--- config.mk ---
export PLATFORM = sky130hd
export DESIGN_NAME = lfsr_event_source
export DESIGN_NICKNAME = d
export VERILOG_FILES = /design/src/rtl/lfsr_event_source.sv
export SDC_FILE = /design/constraint.sdc
export NUM_CORES = 1
export LEC_CHECK = 0
export ABC_AREA = 1
export CORE_ASPECT_RATIO = 1.1
export CORE_MARGIN = 1
export CORE_UTILIZATION = 48
export DETAILED_ROUTE_END_ITERATION = 12
export PLACE_DENSITY = 0.83
export SYNTH_ARGS = -nofsm -noshare
export SYNTH_HDL_FRONTEND = slang
export SYNTH_SLANG_ARGS = --single-unit
--- constraint.sdc ---
create_clock -name clk -period 2.9 [get_ports clk]
set_input_delay 0.58 -clock clk [delete_from_list [all_inputs] [get_ports clk]]
set_output_delay 0.58 -clock clk [all_outputs]
set_load 0.02 [all_outputs]
--- src/rtl/lfsr_event_source.sv ---
// Pseudo-random event source: 10-bit XNOR LFSR with a threshold compare that raises
// a handshaked event, followed by a tick-counted cooldown before the next event.
module lfsr_event_source #(
   parameter int unsigned COOLDOWN = 4,
   parameter logic [9:0]  SEED     = 10'h000
) (
   input  logic       clk,
   input  logic       Reset,
   input  logic       tick,
   input  logic       seed_load,
   input  logic [9:0] seed_in,
   input  logic [9:0] threshold,
   output logic [9:0] rnd,
   output logic       evt_valid,
   input  logic       evt_ack,
   output logic       busy
);

   localparam logic [3:0] LP_COOLDOWN = 4'(COOLDOWN);

   typedef enum logic [1:0] {
      S_IDLE    = 2'd0,
      S_PENDING = 2'd1,
      S_COOL    = 2'd2
   } state_t;

   state_t     r_state;
   state_t     w_state_nxt;
   logic [3:0] r_cnt;
   logic [3:0] w_cnt_nxt;
   logic [9:0] r_lfsr;
   logic [9:0] w_lfsr_step;
   logic       w_fire;

   // XNOR taps keep all-zero legal; all-ones is the only lock-up value.
   function automatic logic [9:0] lfsr_next(input logic [9:0] v);
      return {v[8:0], ~(v[9] ^ v[6])};
   endfunction

   assign w_lfsr_step = lfsr_next(r_lfsr);
   assign w_fire      = tick & ~seed_load & (threshold > w_lfsr_step);

   always_ff @(posedge clk) begin
      if (Reset) begin
         r_lfsr <= SEED;
      end else if (seed_load) begin
         r_lfsr <= (seed_in == 10'h3FF) ? SEED : seed_in;
      end else if (tick) begin
         r_lfsr <= w_lfsr_step;
      end
   end

   always_ff @(posedge clk) begin
      if (Reset) begin
         r_state <= S_IDLE;
         r_cnt   <= 4'd0;
      end else begin
         r_state <= w_state_nxt;
         r_cnt   <= w_cnt_nxt;
      end
   end

   always_comb begin
      w_state_nxt = r_state;
      w_cnt_nxt   = r_cnt;
      case (r_state)
         S_IDLE: begin
            if (w_fire) w_state_nxt = S_PENDING;
         end
         S_PENDING: begin
            if (evt_ack) begin
               if (LP_COOLDOWN == 4'd0) begin
                  w_state_nxt = S_IDLE;
               end else begin
                  w_state_nxt = S_COOL;
                  w_cnt_nxt   = LP_COOLDOWN;
               end
            end
         end
         S_COOL: begin
            // The exit tick itself is never eligible to fire.
            if (tick) begin
               w_cnt_nxt = r_cnt - 4'd1;
               if (r_cnt <= 4'd1) begin
                  w_state_nxt = S_IDLE;
                  w_cnt_nxt   = 4'd0;
               end
            end
         end
         default: begin
            w_state_nxt = S_IDLE;
            w_cnt_nxt   = 4'd0;
         end
      endcase
   end

   always_comb begin
      rnd       = r_lfsr;
      evt_valid = (r_state == S_PENDING);
      busy      = (r_state != S_IDLE);
   end

endmodule

### Word level (Yosys, flattened, before mapping)

Index checks and enable logic that the tools add are counted.

| word-level totals | value |
|---|---|
| flip-flop bits (word level) | 16 |
| input port bits | 25 |
| output and inout bits | 12 |
| logic and storage cells | 36 |

| operators by class | value |
|---|---|
| $add $sub $neg | 1 |
| $lt $le $gt $ge | 2 |
| equal/unequal tests | 7 |
| muxes and demuxes | 12 |
| bitwise operators | 6 |
| reduce and logical (&&, ||, !) cells | 5 |

Operator list:

| operator | count |
|---|---|
| $mux 10 | 3 |
| $mux 4 | 3 |
| $pmux 4 s3 | 1 |
| $eq 10x10->1 const B | 1 |
| $gt 10x10->1 | 1 |
| $mux 2 | 4 |
| $ne 2x2->1 const B | 3 |
| $pmux 2 s3 | 1 |
| $le 4x1->1 const B | 1 |
| $reduce_and 4->1 | 1 |
| $reduce_bool 2->1 | 2 |
| $sub 4x1->4 const B | 1 |
| $not 1->1 | 3 |
| $reduce_and 3->1 | 1 |
| $and 1x1->1 | 2 |
| $eq 2x1->1 const B | 1 |
| $eq 2x2->1 const B | 1 |
| $logic_not 2->1 | 1 |
| $ne 2x1->1 const B | 1 |
| $xor 1x1->1 | 1 |

### Longest topological paths before layout

| logic depth | value |
|---|---|
| depth after elaboration | 6 |
| mapped depth | 13 |
| depth with buffers taken out | 13 |

### Worst setup path after synthesis

Ideal clock, no wire load.

| path | value |
|---|---|
| path type | in2reg |
| start point | in threshold[9] |
| end point | reg r_state[1] |
| library setup time | 0.115 ns |
| arrival | 1.488 ns |
| required time | 2.785 ns |
| path slack | 1.297 ns |
| stages | 9 |
| path buffers | 0 |
| path through | ha_1 nand2_2 inv_1 a21oi_1 nand3_1 nand2_1 nand2_2 a21oi_1 nor2_1 |

| between the ends | value |
|---|---|
| longest elaborated chain between the ends | 4 |

RTL lines:

| item | line | source |
|---|---|---|
| from (decl) | 12 | `input logic [9:0] threshold,` |
| $gt 10x10->1 | 41 | `assign w_fire = tick & ~seed_load & (threshold > w_lfsr_step);` |
| $and 1x1->1 | 41 |  |
| $ne 2x2->1 (no source line) | - |  |
| $reduce_and 4->1 (no source line) | - |  |
| to (signal assigned) | 58 | `r_state <= w_state_nxt;` |
| to (decl) | 27 | `state_t r_state;` |

No other way between the ends.
A chain may end at the register's enable or synchronous reset.

### Worst setup path in the final report

| path | value |
|---|---|
| start point | reg r_state[1] |
| end point | out busy |

| between the ends | value |
|---|---|
| longest elaborated chain between the ends | 1 |

RTL lines:

| item | line | source |
|---|---|---|
| $reduce_bool 2->1 | 100 | `busy = (r_state != S_IDLE);` |
| to (decl) | 16 | `output logic busy` |

No other way between the ends.

==> reports/results.ini <==
[clocking]
clkLatencyLatePin_ps=290
cts_max_level=1
number_of_gates_resized_after_cts=0
cts_setup_buffers=0
clk_pin_slew_ps=90
cts_tree=done
cts_hold_repair.buffers=0
numCtsBuffers=3
cts.sink_count=16
cts_root_buffer=clkbuf_4
clock_tree.buffer_depth=2

[yosys]
ys_warn_count=0
synth_cell_type_count=28
yosysTopAreaCell=dfxtp_1
synthArstFlopShare_pct=0
synthesis.area_per_instance_um2=7.25
syn_area_um2=1150
synth_area_leaders=dfxtp_1 (28%), ha_1 (16%), inv_1 (8.5%)
synthCells=158
yosys_register_bits=16
yosys_top_cell_area_share_pct=27.9
synthFlopType=dfxtp_1
synthesized_nets=198
synth-seq-area-share_pct=27.9
number_of_enable_type_register_cells_in_the_synthesized_netlist=0

[timing]
skew_ps=6.16
finalMaxSlewViolations=0
slew_headroom_pct=70.2
post_route_clock_period_utilization_pct=78.4
fin_tns_setup_ps=0
fmaxAchievable_mhz=440
total_setup_violations_reported_at_the_end_of_the_flow=0
hold_viol=0
worst-slew-pin-transition_ps=445
grt_setup_unrepaired=false
period_needed_ps=2270

[setup_path]
critPathRequiredTime_ps=2320
cp_common_cell=inv_1
largest_delay_contributor_family_on_the_critical_path=buffers and inverters
crit_path_launch_type=flop
cp-end-kind=output pin
worst_path_max_delay_cell=clkdlybuf4s50_1
timing.rr.start=rnd[6]
cp.buffers_inverters=3
data_arrival_time_at_the_worst_slack_endpoint_ps=1690
r2r_slack_ps=1330
timing.reg2reg.worst_path_depth=11
crit_type=reg2out
critical_path.cell_chain=inv_1 > ha_1 > inv_1 > clkdlybuf4s50_1
worst_r2r_endpoint=r_state[1]
worstPathMaxFanout=3
cp-startpoint=r_state[1]
critical-path-max-stage-delay_ps=610

[drt]
drt_first_iter_violations=36
wire_per_inst_um=11.8
finalWirelength_um=2660
vias=1147
vias_per_cell=5.08
drcViolationCount=0
antenna_violating_nets_post_route=0
firstDrtPassIters=4

[die]
std_cell_rows=18
floorplan.die_area_um2=2590
fp.dieW_um=48.6
core-area_um2=2250
initial_utilization_pct=50.9
num_io_pins=37
fp.dieH_um=53.3

[grt]
antenna_found_initial=0
global_route.usage.total_pct=21.9
grt_pass1_vias=1045
wire_length_of_the_first_global_routing_pass_um=4360
overflow=0
pin_count_of_the_biggest_net_entering_global_routing=12

[worst_hold_path]
hold-path-endpoint=r_cnt[1]
hold_crit_path_type=reg2reg
hold_start=r_cnt[1]
hold-path-cell-count=2

[place]
globalplace.congestion=0.778
port-buffer-count=36
dp.final_hpwl_um=2150

[power]
sw_frac_of_total_pct=38.0
p_comb_share_pct=48.1
ir_worst_vdd_mv=0.350
power_leakage_nw=0.672
p_int_w=0.000492
power_per_cell_area_nw_per_um2=506
netSwitchingPower_w=0.000302
sequential_power_share_pct=33.3
clkPwrFrac_pct=18.5

[run]
max-cap-violations=0

[final_layout]
final_cell_mix=clkdlybuf4s50_1 (36), inv_1 (26), nand2_1 (25)
ant_diodes=0
layout.nets=237
synthToLayoutAreaGrowth_pct=36.9
fillCellCount=187
drive_gt1_share_pct=10.2
layout.cells.most_common=clkdlybuf4s50_1
final_core_utilization_pct=69.7

[run_status]
outcome=complete, no violations

per-stage QoR:
step	setup WS [ps]	instance area (µm²)	power [W]	hold slack (ps)	cells
2_1_floorplan	1300	1150	0.000531	436	158
3_3_place_gp	827	1530	0.000637	446	222
3_5_place_dp	776	1530	0.000650	452	222
4_1_cts	611	1570	0.000795	465	226
5_1_grt	545	1570	0.000853	530	226
6_report	627	1570	0.000793	463	226
Yosys cell counts, types with 2 or more instances:
library cell / n
nand3_1: 6
o22ai_1: 8
nand2_1: 25
dfxtp_1: 16
nand2_2: 3
nand4_1: 2
ha_1: 15
o21ai_0: 2
xnor2_1: 2
nor2_4: 2
a21oi_1: 7
inv_1: 26
inv_2: 4
a31oi_1: 9
nor2_1: 18
sequential cells by signal, summed over array words and instances, names as in the netlist:
signal   count
rnd         10
r_cnt        4
r_state      2
worst reg2reg max path, stage by stage (launching register included):
cell and delay [ps]:
dfxtp_1 380, inv_1 110, ha_1 310, nand2_1 90, nor2_4 100, nand3b_1 80, nand2_1 60, inv_1 40
nand2_1 70, nand2_2 60, a21oi_1 130, nor2_1 60
per-layer routing:
layer  up-vias  global-route usage [%]  part of all wire [%]
met5         -                       0                     0
met4         0                    7.35                  0.26
met3         2                    1.72                   4.7
met2        37                    38.7                    49
met1       510                    28.2                    46
li1        598                       -                     -
worst max-delay path by stage:
stage	end	slack (ps)	cells after the start
after floorplan	r_state[1]	1300	9
after global placement	r_state[1]	830	11
after detailed placement	r_state[1]	780	10
after CTS	busy	610	4
after global routing	busy	550	4
final	busy	630	4
kinds of logic (layout without fill, tap and decap cells):
kind of cell             count (synthesis)  in the layout  synth area share (%)
flip-flops                              16             16                  27.9
XOR/XNOR                                 3              3                  2.29
AO/OA/AOI/OAI                           30             30                  17.2
buffers and inverters                   32             70                  10.8
AND/OR/NAND/NOR                         62             62                  25.3
adder cells (fa/ha/maj)                 15             15                  16.4
final cells by class:
class,instances,area [µm²],share of cell area (%)
well taps,30,37.5,2.39
repair buffers,36,360,23.0
inverters,30,113,7.18
flip-flops and latches,16,320,20.4
multi-input cells,110,702,44.7
clock buffers,4,36.3,2.31
power by group through the flow:
| stage | Clock (W) | Combinational, W | Sequential (W) |
|---|---|---|---|
| 4_1_cts | 0.000147 | 0.000383 | 0.000265 |
| 2_1_floorplan | 0 | 0.000254 | 0.000277 |
| 5_1_grt | 0.000158 | 0.000427 | 0.000269 |
| 3_3_place_gp | 0 | 0.000369 | 0.000268 |
| 3_5_place_dp | 0 | 0.000380 | 0.000270 |
| 6_report | 0.000147 | 0.000382 | 0.000264 |
Power figures use the tool's default switching activity.
